--- config.mk ---
export PLATFORM = sky130hd
export DESIGN_NAME = ps2_host_tx
export DESIGN_NICKNAME = d
export VERILOG_FILES = /design/src/rtl/ps2_pkg.sv /design/src/rtl/ps2_line_filter.sv /design/src/rtl/ps2_host_tx.sv
export SDC_FILE = /design/constraint.sdc
export NUM_CORES = 1
export LEC_CHECK = 0
export ABC_AREA = 1
export BUFFER_PORTS_ARGS = -buffer_cell sky130_fd_sc_hd__buf_4
export CORE_ASPECT_RATIO = 1.25
export CORE_UTILIZATION = 42
export CTS_CLUSTER_DIAMETER = 60
export DETAILED_ROUTE_END_ITERATION = 6
export GPL_TIMING_DRIVEN = 1
export SYNTH_ARGS = -nofsm -noshare
export SYNTH_HDL_FRONTEND = slang
export SYNTH_SLANG_ARGS = --single-unit
--- constraint.sdc ---
create_clock -name Fast_Clock -period 3.15 [get_ports Fast_Clock]
set_input_delay 0.1575 -clock Fast_Clock [delete_from_list [all_inputs] [get_ports Fast_Clock]]
set_output_delay 0.1575 -clock Fast_Clock [all_outputs]
set_load 0.05 [all_outputs]
--- src/rtl/ps2_pkg.sv ---
// Shared types and constants for the PS/2 keyboard host path.
// Used by the host transmitter and reusable by the receive side.
package ps2_pkg;

  typedef enum logic [2:0] {
    IDLE,
    INHIBIT,
    REQUEST,
    SEND,
    ACK,
    WAIT_IDLE,
    DONE,
    ERR
  } ps2_state_t;

  // Start, 8 data, parity, stop: the device generates 11 clocks per host frame.
  localparam int FRAME_BITS = 11;
  // The host changes data on every falling edge except the one for the start bit.
  localparam int SEND_FALLS = FRAME_BITS - 1;

  localparam logic [7:0] CMD_SET_LEDS = 8'hED;
  localparam logic [7:0] CMD_RESET    = 8'hFF;
  localparam logic [7:0] ACK_BYTE     = 8'hFA;

  // Odd parity: returns the bit that makes the total count of ones odd.
  function automatic logic odd_parity(input logic [7:0] data);
    return ~^data;
  endfunction

endpackage

--- src/rtl/ps2_line_filter.sv ---
// Two-flop synchronizer followed by a run-length filter for one PS/2 line.
// The filtered output idles high and only follows a sustained change.
module ps2_line_filter #(
  parameter int FILTER_LEN = 8
) (
  input  logic clk,
  input  logic srst,
  input  logic line_raw,
  output logic line_filt
);

  localparam int CW = (FILTER_LEN > 1) ? $clog2(FILTER_LEN) : 1;

  logic [1:0]    sync_reg;
  logic [CW-1:0] run_reg;
  logic          filt_reg;

  // run_reg counts consecutive synchronized samples that disagree with the
  // filtered value; a single agreeing sample restarts the count.
  always_ff @(posedge clk) begin
    if (srst) begin
      sync_reg <= 2'b11;
      run_reg  <= '0;
      filt_reg <= 1'b1;
    end else begin
      sync_reg <= {sync_reg[0], line_raw};
      if (sync_reg[1] == filt_reg) begin
        run_reg <= '0;
      end else if (run_reg == CW'(FILTER_LEN - 1)) begin
        filt_reg <= sync_reg[1];
        run_reg  <= '0;
      end else begin
        run_reg <= run_reg + 1'b1;
      end
    end
  end

  assign line_filt = filt_reg;

endmodule

--- src/rtl/ps2_host_tx.sv ---
// PS/2 host-to-device command transmitter: request-to-send, 11-bit frame,
// device ACK check and timeout; drives the open-drain lines via pull-low enables.
module ps2_host_tx
  import ps2_pkg::*;
#(
  parameter int INHIBIT_CYCLES = 5000,
  parameter int REQ_CYCLES     = 50,
  parameter int TIMEOUT_CYCLES = 1000000,
  parameter int FILTER_LEN     = 8
) (
  input  logic       Fast_Clock,
  input  logic       Reset,
  input  logic [7:0] Tx_Data,
  input  logic       Tx_Start,
  output logic       Tx_Busy,
  output logic       Tx_Done,
  output logic       Tx_Error,
  input  logic       PS2_KB_Clk,
  input  logic       PS2_KB_Data,
  output logic       KB_Clk_OE,
  output logic       KB_Data_OE
);

  localparam int T_A       = (INHIBIT_CYCLES > REQ_CYCLES) ? INHIBIT_CYCLES : REQ_CYCLES;
  localparam int TIMER_MAX = (TIMEOUT_CYCLES > T_A) ? TIMEOUT_CYCLES : T_A;
  localparam int TW        = $clog2(TIMER_MAX + 1);

  logic [1:0] raw_lines;
  logic [1:0] filt_lines;
  logic       clk_filt;
  logic       data_filt;

  assign raw_lines = {PS2_KB_Data, PS2_KB_Clk};

  for (genvar gi = 0; gi < 2; gi++) begin : g_filt
    ps2_line_filter #(
      .FILTER_LEN(FILTER_LEN)
    ) u_filt (
      .clk      (Fast_Clock),
      .srst     (Reset),
      .line_raw (raw_lines[gi]),
      .line_filt(filt_lines[gi])
    );
  end

  assign clk_filt  = filt_lines[0];
  assign data_filt = filt_lines[1];

  ps2_state_t    state_reg, state_next;
  logic [TW-1:0] timer_reg, timer_next;
  logic [3:0]    bit_cnt_reg, bit_cnt_next;
  logic [9:0]    shift_reg, shift_next;
  logic          clk_prev_reg;
  logic          clk_oe_reg, clk_oe_next;
  logic          data_oe_reg, data_oe_next;
  logic          busy_reg, busy_next;
  logic          done_reg, done_next;
  logic          error_reg, error_next;
  logic          fall;
  logic          timed_out;

  assign fall      = clk_prev_reg & ~clk_filt;
  assign timed_out = (timer_reg == TW'(TIMEOUT_CYCLES - 1));

  always_ff @(posedge Fast_Clock) begin
    if (Reset) begin
      state_reg    <= IDLE;
      timer_reg    <= '0;
      bit_cnt_reg  <= '0;
      shift_reg    <= '1;
      clk_prev_reg <= 1'b1;
      clk_oe_reg   <= 1'b0;
      data_oe_reg  <= 1'b0;
      busy_reg     <= 1'b0;
      done_reg     <= 1'b0;
      error_reg    <= 1'b0;
    end else begin
      state_reg    <= state_next;
      timer_reg    <= timer_next;
      bit_cnt_reg  <= bit_cnt_next;
      shift_reg    <= shift_next;
      clk_prev_reg <= clk_filt;
      clk_oe_reg   <= clk_oe_next;
      data_oe_reg  <= data_oe_next;
      busy_reg     <= busy_next;
      done_reg     <= done_next;
      error_reg    <= error_next;
    end
  end

  always_comb begin
    state_next   = state_reg;
    timer_next   = timer_reg + 1'b1;
    bit_cnt_next = bit_cnt_reg;
    shift_next   = shift_reg;
    data_oe_next = data_oe_reg;

    unique case (state_reg)
      // DONE and ERR already report busy low, so a new request is taken there too.
      IDLE, DONE, ERR: begin
        state_next   = IDLE;
        timer_next   = '0;
        data_oe_next = 1'b0;
        if (Tx_Start) begin
          state_next = INHIBIT;
          shift_next = {1'b1, odd_parity(Tx_Data), Tx_Data};
        end
      end
      INHIBIT: begin
        if (timer_reg == TW'(INHIBIT_CYCLES - 1)) begin
          state_next   = REQUEST;
          timer_next   = '0;
          data_oe_next = 1'b1;
        end
      end
      REQUEST: begin
        if (timer_reg == TW'(REQ_CYCLES - 1)) begin
          state_next   = SEND;
          timer_next   = '0;
          bit_cnt_next = '0;
        end
      end
      SEND: begin
        if (timed_out) begin
          state_next = ERR;
        end else if (fall) begin
          data_oe_next = ~shift_reg[0];
          shift_next   = {1'b1, shift_reg[9:1]};
          bit_cnt_next = bit_cnt_reg + 1'b1;
          if (bit_cnt_reg == 4'(SEND_FALLS - 1)) begin
            state_next = ACK;
          end
        end
      end
      ACK: begin
        if (timed_out) begin
          state_next = ERR;
        end else if (fall) begin
          state_next = data_filt ? ERR : WAIT_IDLE;
        end
      end
      WAIT_IDLE: begin
        if (timed_out) begin
          state_next = ERR;
        end else if (clk_filt && data_filt) begin
          state_next = DONE;
        end
      end
      default: state_next = IDLE;
    endcase

    // An aborted transfer must let go of the data line in the same cycle.
    if (state_next == ERR) begin
      data_oe_next = 1'b0;
    end

    clk_oe_next = (state_next == INHIBIT) || (state_next == REQUEST);
    busy_next   = (state_next == INHIBIT) || (state_next == REQUEST) ||
                  (state_next == SEND) || (state_next == ACK) ||
                  (state_next == WAIT_IDLE);
    done_next   = (state_next == DONE);
    error_next  = (state_next == ERR);
  end

  assign Tx_Busy    = busy_reg;
  assign Tx_Done    = done_reg;
  assign Tx_Error   = error_reg;
  assign KB_Clk_OE  = clk_oe_reg;
  assign KB_Data_OE = data_oe_reg;

endmodule

Word-level counts from Yosys, hierarchy flattened
Index checks and enable logic that the tools add are counted.
{ "totals": {"reg_bits": 55, "in_bits": 13, "elab_cells": 98} }
{ "classes": {"n_bitwise": 5, "n_reduce_logical": 19, "addsub": 4, "mux": 27, "eq_ne": 27} }
{ "op_table": {"columns": ["operator", "count"], "rows": [
  ["one-hot mux 20 bit (3 select lines)", 1],
  ["two-way mux 20 bit", 2],
  ["== test 3 bit, second input constant", 10],
  ["two-way mux 10 bit", 3],
  ["two-way mux 3 bit", 9],
  ["adder 20 x 1 -> 20 bit, second input constant", 1],
  ["== test 20 x 13 -> 1 bit, second input constant", 1],
  ["== test 20 bit, second input constant", 1],
  ["== test 20 x 6 -> 1 bit, second input constant", 1],
  ["one-hot mux 10 bit (2 select lines)", 1],
  ["one-hot mux 3 bit (6 select lines)", 1],
  ["== test 3 x 2 -> 1 bit, second input constant", 4],
  ["two-way mux 4 bit", 3],
  ["AND reduction 4 bit", 3],
  ["!= test 2 bit, second input constant", 5],
  ["OR reduction 3 bit", 3],
  ["one-hot mux 4 bit (2 select lines)", 1],
  ["XNOR reduction 8 bit", 1],
  ["adder 3 x 1 -> 3 bit, second input constant", 2],
  ["== test 3 x 1 -> 1 bit, second input constant", 2],
  ["adder 4 x 1 -> 4 bit, second input constant", 1],
  ["== test 4 bit, second input constant", 1],
  ["logical OR 1 bit", 4],
  ["two-way mux 1 bit", 4],
  ["11 further kinds", 17]
]} }

Logic depth before layout (Yosys ltp)
{ "depth": {"ltp_word": 10, "ltp_mapped": 14} }

Hierarchy
A second synthesis with hierarchy kept.
{ "hier_totals": {"cells_unflattened": 393, "hier_area_um2": 2880.3} }
{ "modules_own_cells": {"columns": ["mod", "cells_each", "seq_area_each_um2", "area_each_um2", "instances"], "rows": [
  ["ps2_host_tx", 347, 840.8, 2444.8, 1],
  ["ps2_line_filter", 23, 120.1, 217.7, 2]
]} }

Worst setup path after synthesis
OpenSTA, ideal clock, no wires.
{ "synth_timing": {"kind": "reg-to-reg", "startpoint": "register timer_reg[0]", "endpoint": "register shift_reg[7]", "arrival_time_ns": 1.520, "synth_period_minus_slack_ns": 1.663, "setup_ns": 0.143, "slack_ns": 1.487, "path_stages_with_launch": 12, "n_path_buf": 1, "path_cell_list": "dfxtp_1 > ha_1 > nand3_4 > nor2_4 > nand3_4 > nand2_4 > nand2_4 > nand2_4 > inv_4 > buf_12 > o211ai_2 > o211ai_2"} }
{ "synth_between": {"elab_chain_cells": 3} }
{ "synth_rtl": {"columns": ["element", "line_no", "rtl"], "rows": [
  ["start: declaration", "ps2_host_tx.sv:50", "logic [TW-1:0] timer_reg, timer_next;"],
  ["start signal: assignment", "ps2_host_tx.sv:79", "timer_reg <= timer_next;"],
  ["== test 20 bit", "ps2_host_tx.sv:63", "assign timed_out = (timer_reg == TW'(TIMEOUT_CYCLES - 1));"],
  ["!= test 2 bit (no source line)", null, null],
  ["AND reduction 4 bit (no source line)", null, null],
  ["end signal: assignment", "ps2_host_tx.sv:81", "shift_reg <= shift_next;"],
  ["end: declaration", "ps2_host_tx.sv:52", "logic [9:0] shift_reg, shift_next;"]
]} }
No other way between the ends.
A chain may end at the register's enable or synchronous reset.

Worst setup path in the final report
{ "layout_timing": {"startpoint": "register timer_reg[0]", "endpoint": "register shift_reg[3]"} }
Same word-level chain as after synthesis.

==> impl_metrics.xml <==
<?xml version="1.0" encoding="UTF-8"?>
<metrics>
  <group name="floorplanning">
    <metric name="die_width" unit="µm">77.8</metric>
    <metric name="placeableCoreArea" unit="µm²">6930</metric>
    <metric name="floorplan.die_area" unit="µm²">7520</metric>
    <metric name="std_cell_rows" unit="">34</metric>
    <metric name="initial_core_util" unit="%">43.5</metric>
    <metric name="floorplan.die.height" unit="µm">96.7</metric>
    <metric name="io_pins" unit="">18</metric>
  </group>
  <group name="timing">
    <metric name="post-route-min-period" unit="ps">1820</metric>
    <metric name="setup_viol" unit="">0</metric>
    <metric name="worst_pin_slew" unit="ps">392</metric>
    <metric name="final.period_utilization" unit="%">57.6</metric>
    <metric name="max_freq" unit="MHz">551</metric>
    <metric name="finClkSkew" unit="ps">13.8</metric>
    <metric name="finalMaxSlewViolations" unit="">0</metric>
    <metric name="finalSetupTns" unit="ps">0</metric>
    <metric name="hold_viol" unit="">0</metric>
    <metric name="grt_setup_unrepaired" unit="">false</metric>
    <metric name="maxSlewHeadroom" unit="%">73.9</metric>
    <metric name="setup_slack" unit="ps">1330</metric>
  </group>
  <group name="yosys">
    <metric name="postSynthNetCount" unit="">428</metric>
    <metric name="async_flop_share" unit="%">0</metric>
    <metric name="synth.yosys.seq_area_share" unit="%">35.9</metric>
    <metric name="synth_area" unit="µm²">3020</metric>
    <metric name="edff_count_synth" unit="">0</metric>
    <metric name="yosys-top-cells-count" unit="">79 x sky130_fd_sc_hd__nand2_1, 64 x sky130_fd_sc_hd__nor2_1, 54 x sky130_fd_sc_hd__dfxtp_1</metric>
    <metric name="yosysUniqueCellTypes" unit="">41</metric>
    <metric name="dominantRegCellSynth" unit="">sky130_fd_sc_hd__dfxtp_1</metric>
    <metric name="post-synth-top-count-cell" unit="">sky130_fd_sc_hd__nand2_1</metric>
    <metric name="per_instance_average_area_after_synthesis" unit="µm²">7.41</metric>
    <metric name="synthesis.instances" unit="">407</metric>
    <metric name="ys_warn_count" unit="">0</metric>
    <metric name="synth_largest_type_area_fraction" unit="%">35.9</metric>
    <metric name="netlist.top_cell.by_area" unit="">sky130_fd_sc_hd__dfxtp_1</metric>
    <metric name="ys_ff_latch" unit="">54</metric>
    <metric name="cell_types_with_the_largest_area_share_after_synthesis" unit="">sky130_fd_sc_hd__dfxtp_1 36%, sky130_fd_sc_hd__nand2_1 9.8%, sky130_fd_sc_hd__nor2_1 8.0%, sky130_fd_sc_hd__inv_1 6.3%, sky130_fd_sc_hd__o211ai_2 3.7%</metric>
  </group>
  <group name="global_routing">
    <metric name="grt_max_degree" unit="">23</metric>
    <metric name="antenna_violations_before_repair" unit="">0</metric>
    <metric name="track_usage" unit="%">17.3</metric>
    <metric name="grt_remaining_overflow" unit="">0</metric>
    <metric name="grt_pass1_wl" unit="µm">10600</metric>
    <metric name="grt_pass1_vias" unit="">2436</metric>
  </group>
  <group name="run_status">
    <metric name="status" unit="">completed</metric>
  </group>
  <group name="drt">
    <metric name="drt_pass1_iterations" unit="">4</metric>
    <metric name="route.met2.wl" unit="µm">2900</metric>
    <metric name="vias" unit="">2492</metric>
    <metric name="drt_wl_total" unit="µm">5880</metric>
    <metric name="dr.first_iter.drc_count" unit="">96</metric>
    <metric name="top_routing_layer_in_use" unit="">met4</metric>
    <metric name="average_wire_per_standard_cell" unit="µm">11.4</metric>
    <metric name="routed_via_density" unit="">4.85</metric>
    <metric name="m1WireLength" unit="µm">2770</metric>
    <metric name="routed_wire_length_on_met3" unit="µm">130</metric>
    <metric name="post-route-drc-count" unit="">0</metric>
    <metric name="detail-route-antenna-nets" unit="">0</metric>
  </group>
  <group name="power_and_ir_drop">
    <metric name="worst_voltage_drop_across_the_vdd_grid" unit="mV">0.238</metric>
    <metric name="pwr_density_cell" unit="nW/µm²">383</metric>
    <metric name="power.static_leakage" unit="nW">1.51</metric>
  </group>
  <group name="worst_setup_path">
    <metric name="setup.reg_to_reg.worst_slack" unit="ps">1330</metric>
    <metric name="critPathCaptureType" unit="">register</metric>
    <metric name="timing.setup.critical_path_class" unit="">reg -&gt; reg</metric>
    <metric name="cp_slowest_stage_delay" unit="ps">440</metric>
    <metric name="timing.critical_path.slowest_stage_cell" unit="">sky130_fd_sc_hd__dfxtp_1</metric>
    <metric name="r2r-start" unit="">timer_reg[0]$_SDFF_PP0_</metric>
    <metric name="worst-endpoint-arrival" unit="ps">2020</metric>
    <metric name="timing.reg2reg.worst_path_depth" unit="">10</metric>
    <metric name="crit_path_start" unit="">timer_reg[0]$_SDFF_PP0_</metric>
    <metric name="crit-reg2reg-capture" unit="">shift_reg[3]$_SDFFE_PP1P_</metric>
    <metric name="setup.worst_path.start_class" unit="">register</metric>
    <metric name="critical_path.cell_chain" unit="">ha_1 &gt; nand3_4 &gt; nor2_4 &gt; nand3_4 &gt; nand2_4 &gt; nand2_4 &gt; nand2_4 &gt; inv_4 &gt; o211ai_1 &gt; o211ai_2</metric>
    <metric name="critical_path.endpoint" unit="">shift_reg[3]$_SDFFE_PP1P_</metric>
    <metric name="critical_path_required" unit="ps">3350</metric>
    <metric name="timing.critical_path.mode_cell" unit="">sky130_fd_sc_hd__nand2_4</metric>
    <metric name="crit_path_max_fanout" unit="">17</metric>
  </group>
  <group name="cts">
    <metric name="clkLatencyLatePin" unit="ps">320</metric>
    <metric name="path_clk_slew" unit="ps">110</metric>
    <metric name="cts_hold_buffers" unit="">0</metric>
    <metric name="post_cts_buffers" unit="">0</metric>
    <metric name="cts_inserted_buffers" unit="">5</metric>
    <metric name="clock_tree.htree_level_count" unit="">2</metric>
    <metric name="postCtsResizedCells" unit="">0</metric>
    <metric name="clock-sinks" unit="">54</metric>
    <metric name="cts_tree" unit="">built</metric>
    <metric name="cts_max_path_buffers" unit="">2</metric>
    <metric name="clockRootBuffer" unit="">sky130_fd_sc_hd__clkbuf_8</metric>
  </group>
  <group name="place">
    <metric name="buffer_ports.inserted" unit="">17</metric>
    <metric name="pre_cts_slack" unit="ps">1320</metric>
    <metric name="gp_congestion" unit="">0.807</metric>
    <metric name="place_inst" unit="">506</metric>
    <metric name="dpl.hpwl" unit="µm">4440</metric>
  </group>
  <group name="final_layout">
    <metric name="finalNetCount" unit="">444</metric>
    <metric name="areaGrowthSynthToFinish" unit="%">9.38</metric>
    <metric name="fin_cells" unit="">514</metric>
    <metric name="largest_register_ff_count" unit="">20</metric>
    <metric name="layout-drive-gt1-share" unit="%">19.6</metric>
    <metric name="antenna_cells" unit="">0</metric>
  </group>
  <group name="run">
    <metric name="drv_cap" unit="">0</metric>
  </group>
  <group name="hold_path">
    <metric name="hold_path.class" unit="">in -&gt; reg</metric>
  </group>
</metrics>
-- cells in the final DEF (no fill, tap or decap), types with 2 or more instances in the layout --
cell type and count:
sky130_fd_sc_hd__a21oi_1 12, sky130_fd_sc_hd__and2_1 2, sky130_fd_sc_hd__buf_4 18, sky130_fd_sc_hd__clkbuf_8 5, sky130_fd_sc_hd__dfxtp_1 54, sky130_fd_sc_hd__ha_1 8
sky130_fd_sc_hd__inv_1 51, sky130_fd_sc_hd__inv_2 6, sky130_fd_sc_hd__nand2_1 79, sky130_fd_sc_hd__nand2_2 8, sky130_fd_sc_hd__nand2_4 4, sky130_fd_sc_hd__nand3_1 16
sky130_fd_sc_hd__nand3_2 2, sky130_fd_sc_hd__nand3_4 3, sky130_fd_sc_hd__nand4_1 10, sky130_fd_sc_hd__nor2_1 64, sky130_fd_sc_hd__nor2_2 10, sky130_fd_sc_hd__nor3_1 3
sky130_fd_sc_hd__o211ai_1 10, sky130_fd_sc_hd__o211ai_2 9, sky130_fd_sc_hd__o21ai_0 8, sky130_fd_sc_hd__o21ai_2 2, sky130_fd_sc_hd__o31ai_1 2, sky130_fd_sc_hd__or2_1 2
sky130_fd_sc_hd__or2_2 6, sky130_fd_sc_hd__xnor2_1 6, sky130_fd_sc_hd__xor2_1 10
-- worst max-delay path, delay by kind of cell (launching register included) --
kind / cells / cell delay, ps
adder cells (fa/ha/maj): 1 / 270
AND/OR/NAND/NOR: 6 / 680
buffers and inverters: 1 / 90
flip-flops: 1 / 440
AO/OA/AOI/OAI: 2 / 230
-- layer usage --
metal  track usage (%)  vias up
met5                 0        -
met4              5.37        0
met3              3.21        8
met2              30.5       26
met1              20.9     1129
li1                  -     1329
-- cell type report --
cell class                      count  area (µm²)
Fill cell                         722        3640
Multi-Input combinational cell    285        1650
Sequential cell                    54        1080
Inverter                           59         225
Timing Repair Buffer               18         135
Tap cell                           90         113
Clock buffer                        5        68.8
Clock inverter                      3        28.8
-- through the flow --
step	instance area (µm²)	total power, mW	hold slack, ps	util [%]
floorplan	3020	0.824	261	-
global placement	3200	0.853	345	46.2
detailed placement	3200	0.856	349	46.2
CTS	3300	1.28	13.4	47.6
global route	3300	1.33	2.43	47.6
finish	3300	1.26	18.5	47.6
-- power breakdown --
part / switching (mW) / internal, mW
clock: 0.257 / 0.167
combinational: 0.0783 / 0.0504
sequential: 0.00830 / 0.701
total: 0.344 / 0.919
-- worst min path at each step --
stage / from / endpoint / slack, ps / cells past startpoint
2_1_floorplan: PS2_KB_Clk / g_filt[0].u_filt.sync_reg[0]$_SDFF_PP1_ / 260 / 1
3_3_place_gp: PS2_KB_Data / g_filt[1].u_filt.sync_reg[0]$_SDFF_PP1_ / 350 / 2
3_5_place_dp: PS2_KB_Clk / g_filt[0].u_filt.sync_reg[0]$_SDFF_PP1_ / 350 / 2
4_1_cts: PS2_KB_Clk / g_filt[0].u_filt.sync_reg[0]$_SDFF_PP1_ / 10 / 2
5_1_grt: PS2_KB_Clk / g_filt[0].u_filt.sync_reg[0]$_SDFF_PP1_ / 2 / 2
6_report: PS2_KB_Clk / g_filt[0].u_filt.sync_reg[0]$_SDFF_PP1_ / 20 / 2
-- cell families after synthesis --
logic type | count (synthesis) | synth area share (%)
fa+ha+maj | 8 | 3.32
buf+inv | 68 | 9.54
compound gates | 47 | 11.6
simple gates | 214 | 35.1
xor+xnor | 16 | 4.65
flops | 54 | 35.9
Power figures use the tool's default switching activity.
